[config.mk]
export PLATFORM = sky130hd
export DESIGN_NAME = keypad_time_entry_flat
export DESIGN_NICKNAME = d
export VERILOG_FILES = /design/src/rtl/keypad_time_entry_if.sv /design/src/rtl/keypad_time_entry.sv /design/src/flat_wrapper.sv
export SDC_FILE = /design/constraint.sdc
export NUM_CORES = 1
export LEC_CHECK = 0
export CORE_ASPECT_RATIO = 0.9
export CORE_MARGIN = 4
export CORE_UTILIZATION = 45
export DETAILED_ROUTE_END_ITERATION = 10
export GPL_TIMING_DRIVEN = 0
export PLACE_DENSITY = 0.74
export SLEW_MARGIN = 40
export SYNTH_ARGS = -nofsm -noshare
export SYNTH_HDL_FRONTEND = slang
export SYNTH_SLANG_ARGS = --single-unit
[constraint.sdc]
create_clock -name clk -period 4.82 [get_ports clk]
set_input_delay 1.205 -clock clk [delete_from_list [all_inputs] [get_ports clk]]
set_output_delay 1.205 -clock clk [all_outputs]
set_load 0.01 [all_outputs]
[src/rtl/keypad_time_entry_if.sv]
// Keypad time-entry bus: scanner/timekeeper inputs and editor outputs.
interface keypad_time_entry_if;
   logic        key_flag;
   logic [3:0]  key_value;
   logic [23:0] cur_bcd;
   logic        edit_mode;
   logic [2:0]  cursor;
   logic [23:0] entry_bcd;
   logic        load;
   logic        err;

   // Driver side (scanner, timekeeper, or a bench).
   modport master (
      output key_flag, key_value, cur_bcd,
      input  edit_mode, cursor, entry_bcd, load, err
   );

   // Editor side.
   modport slave (
      input  key_flag, key_value, cur_bcd,
      output edit_mode, cursor, entry_bcd, load, err
   );
endinterface

[src/rtl/keypad_time_entry.sv]
// Debounces held keypad codes into single key events and runs an HH:MM:SS
// six-digit BCD entry editor with load/err strobes.
module keypad_time_entry #(
   parameter int unsigned DEBOUNCE = 4
) (
   input logic               clk,
   input logic               reset,
   keypad_time_entry_if.slave kp
);

   localparam logic [7:0] DebTarget = 8'(DEBOUNCE);
   localparam logic [3:0] KeySet    = 4'd10;
   localparam logic [3:0] KeyBack   = 4'd11;
   localparam logic [3:0] KeyEnter  = 4'd12;
   localparam logic [3:0] KeyCancel = 4'd13;
   localparam logic [2:0] CursorEnd = 3'd6;

   typedef enum logic [0:0] {StIdle, StEdit} state_e;

   state_e      state_q, state_d;
   logic [7:0]  deb_cnt_q, deb_cnt_d;
   logic        armed_q, armed_d;
   logic        accept;
   logic [2:0]  cursor_q, cursor_d;
   logic [23:0] entry_q, entry_d;
   logic        load_q, load_d;
   logic        err_q, err_d;
   logic        is_digit;
   logic [3:0]  digit_max;

   assign is_digit = (kp.key_value <= 4'd9);

   // Debounce counter; a press is accepted once, on the edge it reaches the target.
   always_comb begin
      deb_cnt_d = deb_cnt_q;
      armed_d   = armed_q;
      accept    = 1'b0;
      if (!kp.key_flag) begin
         deb_cnt_d = '0;
         armed_d   = 1'b1;
      end else if (deb_cnt_q != DebTarget) begin
         deb_cnt_d = deb_cnt_q + 8'd1;
         if ((deb_cnt_d == DebTarget) && armed_q) begin
            accept  = 1'b1;
            armed_d = 1'b0;
         end
      end
   end

   // Largest legal digit at the cursor; Hu depends on the Ht already in the buffer.
   always_comb begin
      digit_max = 4'd9;
      case (cursor_q)
         3'd0:       digit_max = 4'd2;
         3'd1:       digit_max = (entry_q[23:20] == 4'd2) ? 4'd3 : 4'd9;
         3'd2, 3'd4: digit_max = 4'd5;
         default:    digit_max = 4'd9;
      endcase
   end

   // State register and datapath registers.
   always_ff @(posedge clk) begin
      if (reset) begin
         state_q   <= StIdle;
         deb_cnt_q <= '0;
         armed_q   <= 1'b1;
         cursor_q  <= '0;
         entry_q   <= '0;
         load_q    <= 1'b0;
         err_q     <= 1'b0;
      end else begin
         state_q   <= state_d;
         deb_cnt_q <= deb_cnt_d;
         armed_q   <= armed_d;
         cursor_q  <= cursor_d;
         entry_q   <= entry_d;
         load_q    <= load_d;
         err_q     <= err_d;
      end
   end

   // Next-state: SET enters EDIT; a completed ENTER or CANCEL leaves it.
   always_comb begin
      state_d = state_q;
      if (accept) begin
         unique case (state_q)
            StIdle: if (kp.key_value == KeySet) state_d = StEdit;
            StEdit: begin
               if (kp.key_value == KeyCancel) state_d = StIdle;
               if ((kp.key_value == KeyEnter) && (cursor_q == CursorEnd)) state_d = StIdle;
            end
            default: state_d = StIdle;
         endcase
      end
   end

   // Edit buffer, cursor and strobe next values for the accepted key.
   always_comb begin
      cursor_d = cursor_q;
      entry_d  = entry_q;
      load_d   = 1'b0;
      err_d    = 1'b0;
      if (accept) begin
         unique case (state_q)
            StIdle: begin
               if (kp.key_value == KeySet) begin
                  entry_d  = kp.cur_bcd;
                  cursor_d = '0;
               end
            end
            StEdit: begin
               if (is_digit) begin
                  if ((cursor_q == CursorEnd) || (kp.key_value > digit_max)) begin
                     err_d = 1'b1;
                  end else begin
                     for (int i = 0; i < 6; i++) begin
                        if (cursor_q == 3'(i)) entry_d[23-4*i -: 4] = kp.key_value;
                     end
                     cursor_d = cursor_q + 3'd1;
                  end
               end else begin
                  case (kp.key_value)
                     KeySet: begin
                        entry_d  = kp.cur_bcd;
                        cursor_d = '0;
                     end
                     KeyBack: begin
                        if (cursor_q != 3'd0) cursor_d = cursor_q - 3'd1;
                        else                  err_d    = 1'b1;
                     end
                     KeyEnter: begin
                        if (cursor_q == CursorEnd) load_d = 1'b1;
                        else                       err_d  = 1'b1;
                     end
                     default: ;  // CANCEL handled by next-state; 14/15 ignored
                  endcase
               end
            end
            default: ;
         endcase
      end
   end

   // Outputs straight from registers.
   always_comb begin
      kp.edit_mode = (state_q == StEdit);
      kp.cursor    = cursor_q;
      kp.entry_bcd = entry_q;
      kp.load      = load_q;
      kp.err       = err_q;
   end

endmodule

[src/flat_wrapper.sv]
// flat-port wrapper written by rule: the top's interface ports become plain ports
module keypad_time_entry_flat 
#(
   parameter int unsigned DEBOUNCE = 4
)
  (clk, reset, kp_key_flag, kp_key_value, kp_cur_bcd, kp_edit_mode, kp_cursor, kp_entry_bcd, kp_load, kp_err);
  keypad_time_entry_if kp_i ();
  input logic clk;
  input logic reset;
  input wire logic [$bits(kp_i.key_flag)-1:0] kp_key_flag;
  input wire logic [$bits(kp_i.key_value)-1:0] kp_key_value;
  input wire logic [$bits(kp_i.cur_bcd)-1:0] kp_cur_bcd;
  output wire logic [$bits(kp_i.edit_mode)-1:0] kp_edit_mode;
  output wire logic [$bits(kp_i.cursor)-1:0] kp_cursor;
  output wire logic [$bits(kp_i.entry_bcd)-1:0] kp_entry_bcd;
  output wire logic [$bits(kp_i.load)-1:0] kp_load;
  output wire logic [$bits(kp_i.err)-1:0] kp_err;
  assign kp_i.key_flag = kp_key_flag;
  assign kp_i.key_value = kp_key_value;
  assign kp_i.cur_bcd = kp_cur_bcd;
  assign kp_edit_mode = kp_i.edit_mode;
  assign kp_cursor = kp_i.cursor;
  assign kp_entry_bcd = kp_i.entry_bcd;
  assign kp_load = kp_i.load;
  assign kp_err = kp_i.err;
  keypad_time_entry #(.DEBOUNCE(DEBOUNCE)) u_core (.clk(clk), .reset(reset), .kp(kp_i));
endmodule
==> results of run 1 <==
-- metrics by stage --
step	utilization [%]	cells	total power, W
finish	63.7	428	0.000665
global route	63.7	428	0.000696
CTS	63.7	428	0.000672
detailed placement	61.4	420	0.000394
global placement	61.4	420	0.000393
floorplan	-	295	0.000358
-- state kept, by name, indices dropped and copies added, names as in the netlist --
name,flops
u_core.kp.entry_bcd,24
u_core.deb_cnt_q,8
u_core.kp.cursor,3
u_core.armed_q,1
u_core.kp.edit_mode,1
u_core.kp.err,1
u_core.kp.load,1
-- area by class of cell --
type	instances	area, um2
clock inverters	3	46.3
repair buffers	60	601
multi-input cells	225	1480
inverters	19	71.3
well taps	65	81.3
clock buffers	5	68.8
plain buffers	12	45.0
flip-flops and latches	39	781
fillers	461	1810
-- cells in the mapped netlist (2+ instances only) --
cell / number / area [um2]
sky130_fd_sc_hd__nand4_1: 6 / 37.5
sky130_fd_sc_hd__a21boi_0: 2 / 15.0
sky130_fd_sc_hd__inv_1: 19 / 71.3
sky130_fd_sc_hd__or3_1: 3 / 18.8
sky130_fd_sc_hd__nand2b_1: 6 / 37.5
sky130_fd_sc_hd__nor3_1: 9 / 45.0
sky130_fd_sc_hd__a21o_1: 9 / 67.6
sky130_fd_sc_hd__nand3b_1: 2 / 15.0
sky130_fd_sc_hd__nand2_1: 14 / 52.6
sky130_fd_sc_hd__a21oi_1: 21 / 105
sky130_fd_sc_hd__or2_2: 2 / 12.5
sky130_fd_sc_hd__dfxtp_1: 39 / 781
sky130_fd_sc_hd__o32ai_1: 2 / 17.5
sky130_fd_sc_hd__o21a_1: 8 / 60.1
sky130_fd_sc_hd__a221oi_1: 4 / 35.0
sky130_fd_sc_hd__o22ai_1: 6 / 37.5
sky130_fd_sc_hd__xor2_1: 3 / 26.3
sky130_fd_sc_hd__nor2_1: 41 / 154
sky130_fd_sc_hd__o21ai_0: 19 / 95.1
sky130_fd_sc_hd__ha_1: 13 / 163
sky130_fd_sc_hd__clkbuf_1: 12 / 45.0
sky130_fd_sc_hd__nor2b_1: 3 / 18.8
sky130_fd_sc_hd__a211o_1: 3 / 26.3
sky130_fd_sc_hd__xnor2_1: 3 / 26.3
sky130_fd_sc_hd__a211oi_1: 13 / 97.6
sky130_fd_sc_hd__mux2i_1: 2 / 20.0
sky130_fd_sc_hd__nor4_4: 2 / 42.5
sky130_fd_sc_hd__nor4_2: 2 / 25.0
sky130_fd_sc_hd__a31oi_1: 3 / 18.8
sky130_fd_sc_hd__nand3_1: 5 / 25.0
-- logic make-up (layout without fill, tap and decap cells) --
logic type	Yosys count	count (layout)
buffers and inverters	31	99
adders and majority gates	13	13
muxes	2	2
and+or+nand+nor	105	105
DFF	39	39
AOI/OAI and AO/OA	99	99
xor gates and xnor gates	6	6
-- power by group --
part	switching (W)	internal, W	leakage, nW
clock network	0.000122	0.000156	0.0548
registers	0.00000187	0.000323	0.314
logic	0.0000298	0.0000327	0.781
-- tightest hold or removal path: cells and delay by family (launching register included) --
kind	cells	cell delay (ns)
AO/OA/AOI/OAI	1	0.06
buffers and inverters	1	0.05
flip-flops	1	0.32
-- path summary, 6_finish.rpt --
path	start	endpoint	cells past startpoint
max reg2reg	u_core.kp.entry_bcd[23]	u_core.kp.cursor[2]	10
max	kp_key_value[0]	u_core.kp.cursor[2]	10
min reg2reg	u_core.kp.entry_bcd[10]	u_core.kp.entry_bcd[10]	2
min	u_core.kp.entry_bcd[10]	u_core.kp.entry_bcd[10]	2
-- routing by layer --
layer / wire, um / track usage (%) / up-vias
li1: - / - / 1212
met1: 3260 / 30.3 / 1139
met2: 2980 / 31.3 / 67
met3: 333 / 3.64 / 4
met4: 51 / 4.91 / 0
met5: 0 / 0 / -
==> impl_metrics.sql, run 1 <==
INSERT INTO impl_metrics (metric_group, metric, value, unit) VALUES
('outcome', 'status', 'finished, final reports clean', ''),
('detailed_routing', 'ant_nets', '0', ''),
('synthesis', 'synth-edff-count', '0', ''),
('pwr', 'leakage', '1.15', 'nW'),
('clock_network', 'cts_hold_buf', '0', ''),
('timing', 'report.final.hold_viol_count', '0', ''),
('worst_setup_path', 'cp_cell_sequence', 'clkdlybuf4s50_1 > clkbuf_1 > inv_1 > ha_1 > nand4_1 > o21ai_0 > a21oi_1 > o32a_1 > o311a_2 > a31o_2', ''),
('synthesis', 'synth-main-ff-cell', 'sky130_fd_sc_hd__dfxtp_1', ''),
('place', 'io_buf_count', '60', ''),
('synthesis', 'async_reset_ff_share', '0', '%'),
('synthesis', 'share_of_cell_area_taken_by_muxes_after_synthesis', '0.841', '%'),
('clock_network', 'post_cts_setup_repair_bufs', '0', ''),
('detailed_routing', 'detailedRoute.firstIterationViolations', '167', ''),
('clock_network', 'worst_skew_pair.late_latency', '0.29', 'ns'),
('timing', 'tightest_slew', '0.722', 'ns'),
('detailed_routing', 'drt_wl_total', '6630', 'um'),
('worst_setup_path', 'crit_type', 'in2reg', ''),
('worst_setup_path', 'r2r_slack', '1.29', 'ns'),
('timing', 'fin_crit_sh', '82.3', '%'),
('detailed_routing', 'drc', '0', ''),
('die', 'core.rowCount', '24', ''),
('die', 'chip_width', '84.7', 'um'),
('clock_network', 'clockBufferDepth', '2', ''),
('global_route', 'grt_pass1_vias', '2253', ''),
('detailed_routing', 'route.detailed.wl_per_inst', '15.5', 'um'),
('final_layout', 'layout.cells.most_common_list', 'sky130_fd_sc_hd__clkdlybuf4s50_1 (60), sky130_fd_sc_hd__nor2_1 (41), sky130_fd_sc_hd__dfxtp_1 (39)', ''),
('place', 'place_area', '3060', 'um2'),
('clock_network', 'postCtsResizedCells', '0', ''),
('timing', 'tns_setup', '0', 'ns'),
('timing', 'rsz0062_at_grt', 'no', ''),
('die', 'floorplan.io_pins', '61', ''),
('clock_network', 'cts_buffers', '5', ''),
('timing', 'achievable-frequency', '0.252', 'GHz'),
('worst_setup_path', 'cp-start-kind', 'input pin', ''),
('global_route', 'antenna_found_initial', '0', ''),
('worst_setup_path', 'cpPeakStageDelay', '0.50', 'ns'),
('timing', 'setup_ws', '0.854', 'ns'),
('final_layout', 'antennaDiodeCount', '0', ''),
('synthesis', 'synth-seq-area-share', '32.8', '%'),
('timing', 'drv_slew', '0', ''),
('synthesis', 'synth_area_per_cell', '8.07', 'um2'),
('final_layout', 'area_growth_syn_to_layout', '33.5', '%'),
('synthesis', 'synth_top_family_by_area', 'compound AO/OA/AOI/OAI gates', ''),
('die', 'die_outline_area', '6520', 'um2'),
('timing', 'final.hold.worst_slack', '0.467', 'ns'),
('global_route', 'grt_start_max_net_pins', '15', ''),
('detailed_routing', 'dr_vias', '2422', ''),
('timing', 'clock_skew', '0.00915', 'ns'),
('worst_setup_path', 'critical_path.slowest_cell', 'sky130_fd_sc_hd__clkdlybuf4s50_1', ''),
('synthesis', 'mappedNetlistArea', '2380', 'um2'),
('clock_network', 'tritoncts_clock_tree', 'done', ''),
('die', 'core_area', '4980', 'um2'),
('synthesis', 'netlist-cell-type-count', '49', ''),
('clock_network', 'clock_slew_at_reported_path_ffs', '0.08', 'ns'),
('global_route', 'track_usage', '20.6', '%'),
('worst_setup_path', 'end_kind', 'flop', ''),
('synthesis', 'mappedNetlistNets', '339', ''),
('global_route', 'global_route_wire_length_before_repair', '11100', 'um'),
('pwr', 'power.density', '209', 'nW/um2'),
('synthesis', 'post_synth_xor_area_fraction', '2.21', '%'),
('final_layout', 'design_area', '3180', 'um2'),
('place', 'detailedPlace.worstSlack', '0.589', 'ns'),
('final_layout', 'fraction_of_layout_instances_using_a_drive_strength_above_1', '6.06', '%'),
('worst_setup_path', 'arrival', '4.15', 'ns'),
('global_route', 'grt-ovfl-total', '0', ''),
('worst_setup_path', 'cp.buffers_inverters', '3', ''),
('die', 'start_util', '47.7', '%'),
('worst_hold_path', 'worstHoldPathType', 'reg2reg', ''),
('clock_network', 'cts_root_buf', 'sky130_fd_sc_hd__clkbuf_8', ''),
('synthesis', 'synth_compound_area_share', '28.1', '%'),
('worst_setup_path', 'critPathMaxFanout', '10', '');
Note: power is estimated with default switching activity, not from simulation.
==> inputs of run 2 (changes only) <==
Settings changed: CORE_UTILIZATION 45 to 44, PLACE_DENSITY 0.74 to 0.76.
Clock period 4.82 ns to 3.6 ns, I/O delays scaled along.
==> run 2 against run 1 <==
  * Sequential share of layout area down 0.26 points
  * Flip-flop and latch count unchanged
  * Worst setup slack worse by 0.73 ns
  * Count of clock-buffer cells in the layout up 1
  * Final area up 1.1%
  * Non-clock buffer count up 2
  * Largest power group unchanged
==> impl_metrics.sql, run 2 (synthesis gave the netlist of run 1 again) <==
INSERT INTO impl_metrics (metric_group, metric, value, unit) VALUES
('global_route', 'global_route_wire_length_before_repair', '11300', 'um'),
('worst_setup_path', 'r2r.worst_path.cells', '12', ''),
('die', 'core.rowCount', '25', ''),
('worst_setup_path', 'cell_family_with_most_cp_delay', 'compound AO/OA/AOI/OAI gates', ''),
('clock_network', 'clockBufferDepth', '2', ''),
('clock_network', 'cts_hold_buf', '0', ''),
('clock_network', 'cts_root_buf', 'sky130_fd_sc_hd__clkbuf_8', ''),
('final_layout', 'max_ffs_per_register', '24', ''),
('die', 'core_area', '5260', 'um2'),
('pwr', 'ir_drop', '0.000218', 'V'),
('clock_network', 'clock_slew_at_reported_path_ffs', '0.08', 'ns'),
('die', 'die_outline_area', '6650', 'um2'),
('detailed_routing', 'drt_wl_total', '6910', 'um'),
('pwr', 'netSwitchingPower', '0.000210', 'W'),
('outcome', 'status', 'finished, final reports clean', ''),
('pwr', 'internal_power', '0.000705', 'W'),
('detailed_routing', 'ant_nets', '0', ''),
('pwr', 'power.share.combinational', '9.2', '%'),
('place', 'detailedPlace.worstSlack', '-0.316', 'ns'),
('timing', 'tightest_slew', '0.626', 'ns'),
('pwr', 'power.density', '285', 'nW/um2'),
('detailed_routing', 'dr_vias', '2434', ''),
('worst_setup_path', 'cp_cell_sequence', 'clkdlybuf4s50_1 > ha_1 > nor2b_1 > o211ai_1 > a21oi_1 > o32a_1 > o311a_2 > a31o_2', ''),
('worst_hold_path', 'worstHoldPathType', 'reg2reg', ''),
('worst_setup_path', 'critPathMaxFanout', '9', ''),
('worst_setup_path', 'timing.critical_path.depth', '8', ''),
('worst_setup_path', 'critical_path.slowest_cell', 'sky130_fd_sc_hd__clkdlybuf4s50_1', ''),
('die', 'floorplan.die.height', '77.8', 'um'),
('place', 'io_buf_count', '60', ''),
('worst_setup_path', 'cp.buffers_inverters', '1', ''),
('timing', 'setup_ws', '0.119', 'ns'),
('pwr', 'pwr-share-seq', '47.5', '%'),
('worst_setup_path', 'end_kind', 'flop', ''),
('timing', 'tns_setup', '0', 'ns'),
('clock_network', 'cts_buffers', '5', ''),
('clock_network', 'htreeDepth', '2', ''),
('clock_network', 'cts_sinks', '39', ''),
('global_route', 'track_usage', '21.2', '%'),
('detailed_routing', 'route.detailed.wl_per_inst', '16.0', 'um'),
('timing', 'fin_crit_sh', '96.7', '%'),
('final_layout', 'antennaDiodeCount', '0', ''),
('final_layout', 'fraction_of_layout_instances_using_a_drive_strength_above_1', '7.12', '%'),
('timing', 'slew_headroom', '57.9', '%'),
('detailed_routing', 'drt_pre_antenna_iters', '4', ''),
('worst_setup_path', 'required_time_of_the_worst_setup_path', '3.79', 'ns'),
('clock_network', 'tritoncts_clock_tree', 'done', ''),
('pwr', 'power_frac_clock', '43.3', '%'),
('worst_setup_path', 'arrival', '3.68', 'ns'),
('clock_network', 'worst_skew_pair.late_latency', '0.30', 'ns'),
('detailed_routing', 'detailedRoute.firstIterationViolations', '108', ''),
('worst_setup_path', 'cpPeakStageDelay', '0.66', 'ns'),
('worst_setup_path', 'crit_type', 'in2reg', ''),
('worst_setup_path', 'cp-start-kind', 'input pin', ''),
('timing', 'clock_skew', '0.00854', 'ns'),
('die', 'floorplan.io_pins', '61', ''),
('pwr', 'leakage', '1.17', 'nW'),
('clock_network', 'postCtsResizedCells', '0', ''),
('global_route', 'grt_start_max_net_pins', '14', ''),
('place', 'place.gp.congestion', '0.876', ''),
('die', 'start_util', '45.3', '%'),
('final_layout', 'area_growth_syn_to_layout', '34.9', '%'),
('timing', 'final-setup-viol-count', '0', ''),
('final_layout', 'finish.net_count', '408', ''),
('detailed_routing', 'drc', '0', ''),
('timing', 'timing.final.crit_period', '3.48', 'ns'),
('place', 'dp.final_hpwl', '5200', 'um'),
('final_layout', 'final_core_utilization', '61.1', '%'),
('flow_run', 'cap_violations', '0', ''),
('detailed_routing', 'detail_route.vias_per_cell', '5.63', ''),
('global_route', 'grt-ovfl-total', '0', ''),
('worst_hold_path', 'worstHoldPathCells', '2', ''),
('timing', 'rsz0062_at_grt', 'no', ''),
('timing', 'drv_slew', '0', ''),
('timing', 'report.final.hold_viol_count', '0', ''),
('global_route', 'grt_pass1_vias', '2258', ''),
('final_layout', 'layout.cells.most_common', 'sky130_fd_sc_hd__clkdlybuf4s50_1', ''),
('timing', 'achievable-frequency', '0.287', 'GHz'),
('final_layout', 'layout.cells.most_common_list', 'sky130_fd_sc_hd__clkdlybuf4s50_1 (60), sky130_fd_sc_hd__nor2_1 (41), sky130_fd_sc_hd__dfxtp_1 (39)', ''),
('die', 'chip_width', '85.5', 'um'),
('pwr', 'power.share.switching', '23.0', '%'),
('global_route', 'antenna_found_initial', '0', '');
## run 2: changes by cell type in the layout (fill, tap and decap cells not counted), sizes merged
cell / delta
buf: +3
clkinvlp: -1
## run 2: repair_timing
action,in CTS,in global routing
setup endpoints to repair,1,1
setup buffers,0,3
pin swaps,0,1
## run 2: per-stage QoR
step | std cells | total power [W] | hold slack (ns) | cell area, um2
floorplan | 295 | 0.000480 | 0.475 | 2380
global placement | 422 | 0.000526 | 0.449 | 3060
detailed placement | 422 | 0.000527 | 0.449 | 3060
CTS | 429 | 0.000919 | 0.463 | 3180
global route | 432 | 0.000952 | 0.479 | 3210
finish | 432 | 0.000915 | 0.460 | 3210
## run 2: final timing paths
kind	slack [ns]	end	start
max	0.12	u_core.kp.cursor[2]	kp_key_value[1]
min reg2reg	0.46	u_core.kp.entry_bcd[10]	u_core.kp.entry_bcd[10]
min	0.46	u_core.kp.entry_bcd[10]	u_core.kp.entry_bcd[10]
max reg2reg	0.28	u_core.kp.cursor[2]	u_core.kp.cursor[0]
## run 2: routing by layer
layer | up-vias | wire, um | track usage (%)
met5 | - | 0 | 0
met4 | 0 | 81 | 4.11
met3 | 11 | 450 | 6.37
met2 | 67 | 3140 | 32.1
met1 | 1141 | 3240 | 29.9
li1 | 1215 | - | -
## run 2: power by group through the flow
stage               combinational [W]  sequential [W]  clock, W
detailed placement          0.0000825        0.000445         0
floorplan                   0.0000356        0.000444         0
global placement            0.0000816        0.000445         0
CTS                         0.0000824        0.000435  0.000402
global route                0.0000919        0.000435  0.000425
finish                      0.0000844        0.000435  0.000396
## run 2: layout make-up
type	instances	area (um2)
clock inverter	2	38.8
inverter	19	71.3
multi-input combinational	225	1490
tap	67	83.8
sequential	39	781
clock buffer	6	82.6
fill	480	2040
buffer	11	41.3
timing repair buffer	63	623
## run 2: worst min-delay path, delay by kind of cell, from the launching register on
family | cells | cell delay (ns)
flip-flops | 1 | 0.32
buffers and inverters | 1 | 0.05
AO/OA/AOI/OAI | 1 | 0.05
==> inputs of run 3 (changes only) <==
Settings changed: GPL_ROUTABILITY_DRIVEN set to 0, SKIP_LAST_GASP set to 1.
==> run 3 against run 2 <==
  * Final area is 0.51% higher
  * Clock skew rose by 0.00057 ns
  * First-iteration DRC count increased by 5.6%
  * Total power decreased by 0.39%
  * Register-to-register slack got worse by 0.06 ns
  * Sequential power about the same
  * Sequential share of layout area shrank 0.12 points
  * Count of clock-buffer cells in the layout stayed put
  * Worst hold slack gained 0.0069 ns
  * Largest cell class unchanged
==> impl_metrics.sql, run 3 (synthesis gave the netlist of run 1 again) <==
INSERT INTO impl_metrics (metric_group, metric, value, unit) VALUES
('pwr', 'power.share.combinational', '9.5', '%'),
('final_layout', 'layout.cells.most_common', 'sky130_fd_sc_hd__clkdlybuf4s50_1', ''),
('timing', 'slew_headroom', '55.1', '%'),
('worst_setup_path', 'critical_path.slowest_cell', 'sky130_fd_sc_hd__clkdlybuf4s50_1', ''),
('final_layout', 'fraction_of_layout_instances_using_a_drive_strength_above_1', '7.61', '%'),
('worst_setup_path', 'critPathMaxFanout', '11', ''),
('pwr', 'internal_power', '0.000706', 'W'),
('final_layout', 'max_ffs_per_register', '24', ''),
('clock_network', 'cts_root_buf', 'sky130_fd_sc_hd__clkbuf_8', ''),
('clock_network', 'cts_hold_buf', '0', ''),
('clock_network', 'cts_buffers', '5', ''),
('final_layout', 'antennaDiodeCount', '0', ''),
('timing', 'report.final.hold_viol_count', '0', ''),
('worst_setup_path', 'r2r.worst_path.cells', '12', ''),
('place', 'place_inst', '422', ''),
('detailed_routing', 'dr_vias', '2415', ''),
('global_route', 'grt_start_max_net_pins', '14', ''),
('worst_setup_path', 'cpPeakStageDelay', '0.73', 'ns'),
('detailed_routing', 'detail_route.vias_per_cell', '5.55', ''),
('pwr', 'netSwitchingPower', '0.000205', 'W'),
('die', 'chip_width', '85.5', 'um'),
('worst_setup_path', 'cp-start-kind', 'input pin', ''),
('place', 'dp.final_hpwl', '5100', 'um'),
('die', 'core.rowCount', '25', ''),
('global_route', 'track_usage', '20.7', '%'),
('detailed_routing', 'detailedRoute.firstIterationViolations', '114', ''),
('worst_hold_path', 'worstHoldPathType', 'reg2reg', ''),
('clock_network', 'clockBufferDepth', '2', ''),
('pwr', 'power_frac_clock', '42.8', '%'),
('timing', 'final.hold.worst_slack', '0.467', 'ns'),
('final_layout', 'n_fill_cell', '479', ''),
('flow_run', 'cap_violations', '0', ''),
('final_layout', 'layout.cells.most_common_list', 'sky130_fd_sc_hd__clkdlybuf4s50_1 (60), sky130_fd_sc_hd__nor2_1 (41), sky130_fd_sc_hd__dfxtp_1 (39)', ''),
('clock_network', 'postCtsResizedCells', '0', ''),
('worst_setup_path', 'end_of_the_worst_register_to_register_path', 'u_core.kp.cursor[2]', ''),
('detailed_routing', 'drt_wl_total', '6860', 'um'),
('pwr', 'power.share.switching', '22.5', '%'),
('detailed_routing', 'drc', '0', ''),
('pwr', 'leakage', '1.18', 'nW'),
('detailed_routing', 'route.detailed.wl_per_inst', '15.8', 'um'),
('clock_network', 'worst_skew_pair.late_latency', '0.29', 'ns'),
('final_layout', 'multi_input_comb_area', '1480', 'um2'),
('timing', 'drv_slew', '0', ''),
('worst_setup_path', 'arrival', '3.68', 'ns'),
('global_route', 'grt-ovfl-total', '0', ''),
('die', 'floorplan.io_pins', '61', ''),
('clock_network', 'htreeDepth', '2', ''),
('timing', 'tightest_slew', '0.665', 'ns'),
('die', 'floorplan.die.height', '77.8', 'um'),
('pwr', 'pwr-share-seq', '47.7', '%'),
('timing', 'final-setup-viol-count', '0', ''),
('final_layout', 'sequential_cell_area', '781', 'um2'),
('place', 'io_buf_count', '60', ''),
('die', 'die_outline_area', '6650', 'um2'),
('worst_setup_path', 'required_time_of_the_worst_setup_path', '3.78', 'ns'),
('final_layout', 'final_core_utilization', '61.4', '%'),
('detailed_routing', 'drt_pre_antenna_iters', '4', ''),
('final_layout', 'area_growth_syn_to_layout', '35.6', '%'),
('die', 'core_area', '5260', 'um2'),
('worst_setup_path', 'cp_cell_sequence', 'clkdlybuf4s50_1 > inv_1 > ha_1 > nand4_1 > o21ai_0 > a21oi_1 > o32a_1 > o311a_2 > a31o_2', ''),
('global_route', 'global_route_wire_length_before_repair', '11100', 'um'),
('die', 'start_util', '45.3', '%'),
('worst_setup_path', 'critPathLaunch', 'kp_key_value[0]', ''),
('worst_setup_path', 'worstSetupEndpoint', 'u_core.kp.cursor[2]', ''),
('timing', 'clock_skew', '0.00911', 'ns'),
('outcome', 'status', 'finished, final reports clean', ''),
('timing', 'timing.final.crit_period', '3.50', 'ns'),
('pwr', 'power.density', '282', 'nW/um2'),
('global_route', 'antenna_found_initial', '0', ''),
('worst_setup_path', 'r2r_slack', '0.22', 'ns'),
('final_layout', 'finish.net_count', '411', ''),
('detailed_routing', 'ant_nets', '0', ''),
('worst_setup_path', 'crit_type', 'in2reg', ''),
('timing', 'achievable-frequency', '0.286', 'GHz'),
('global_route', 'grt_pass1_vias', '2260', ''),
('pwr', 'ir_drop', '0.000173', 'V'),
('clock_network', 'clock_slew_at_reported_path_ffs', '0.08', 'ns'),
('worst_setup_path', 'end_kind', 'flop', ''),
('pwr', 'report.power.total', '0.000911', 'W'),
('worst_setup_path', 'reg2reg_from', 'u_core.kp.cursor[0]', ''),
('timing', 'fin_crit_sh', '97.2', '%'),
('clock_network', 'cts_sinks', '39', ''),
('clock_network', 'tritoncts_clock_tree', 'done', ''),
('final_layout', 'final_cell_count_no_fill', '435', '');
run 3: cell count changes in the layout (fill, tap and decap cells not counted), sizes merged:
| cell | before | now |
|---|---|---|
| buf | 3 | 6 |
run 3: worst min path at each step:
| stage | slack, ns | to | cells past startpoint | from |
|---|---|---|---|---|
| 2_1_floorplan | 0.47 | u_core.kp.entry_bcd[9] | 2 | u_core.kp.entry_bcd[9] |
| 3_3_place_gp | 0.45 | u_core.kp.entry_bcd[9] | 2 | u_core.kp.entry_bcd[9] |
| 3_5_place_dp | 0.45 | u_core.kp.entry_bcd[9] | 2 | u_core.kp.entry_bcd[9] |
| 4_1_cts | 0.47 | u_core.kp.entry_bcd[9] | 2 | u_core.kp.entry_bcd[9] |
| 5_1_grt | 0.49 | u_core.kp.entry_bcd[6] | 2 | u_core.kp.entry_bcd[6] |
| 6_report | 0.47 | u_core.kp.entry_bcd[9] | 2 | u_core.kp.entry_bcd[9] |
run 3: metal layers:
| layer | up-vias | routed length [um] | track usage (%) | share of wire [%] |
|---|---|---|---|---|
| met5 | - | 0 | 0 | 0 |
| met4 | 0 | 63 | 5.22 | 0.92 |
| met3 | 6 | 391 | 3.93 | 5.7 |
| met2 | 86 | 3080 | 31.0 | 45 |
| met1 | 1109 | 3320 | 30.4 | 48 |
| li1 | 1214 | - | - | - |
run 3: critical path: cells and delay by family:
kind                       cells  cell delay (ns)
AOI/OAI and AO/OA              5             1.34
adders and majority gates      1             0.31
and+or+nand+nor                1             0.27
buffers and inverters          2             0.87
run 3: timing repair:
item | 4_1_cts | 5_1_grt
buffers inserted | 0 | 6
pin swaps | 0 | 2
cloned | 0 | 0
endpoints found under the hold margin | 0 | 0
setup endpoints to repair | 1 | 6
run 3: cell type report:
class,instances,share of cell area (%)
clock buffer,6,2.56
inverter,19,2.21
multi-input combinational,225,45.9
timing repair buffer,66,20.0
tap,67,2.60
sequential,39,24.2
buffer,11,1.28
clock inverter,2,1.20
run 3: power by group through the flow:
| stage | clock [W] | sequential (W) | combinational [W] |
|---|---|---|---|
| 2_1_floorplan | 0 | 0.000444 | 0.0000356 |
| 6_report | 0.000390 | 0.000435 | 0.0000868 |
| 3_5_place_dp | 0 | 0.000445 | 0.0000825 |
| 5_1_grt | 0.000411 | 0.000435 | 0.0000954 |
| 3_3_place_gp | 0 | 0.000445 | 0.0000816 |
| 4_1_cts | 0.000393 | 0.000434 | 0.0000825 |
run 3: stage by stage:
step	setup WS [ns]	cell area, um2	setup TNS [ns]
CTS	0.122	3180	0
detailed placement	-0.327	3060	-0.652
finish	0.102	3230	0
global placement	-0.323	3060	-0.633
global route	-0.0427	3230	-0.0487
floorplan	0.552	2380	0
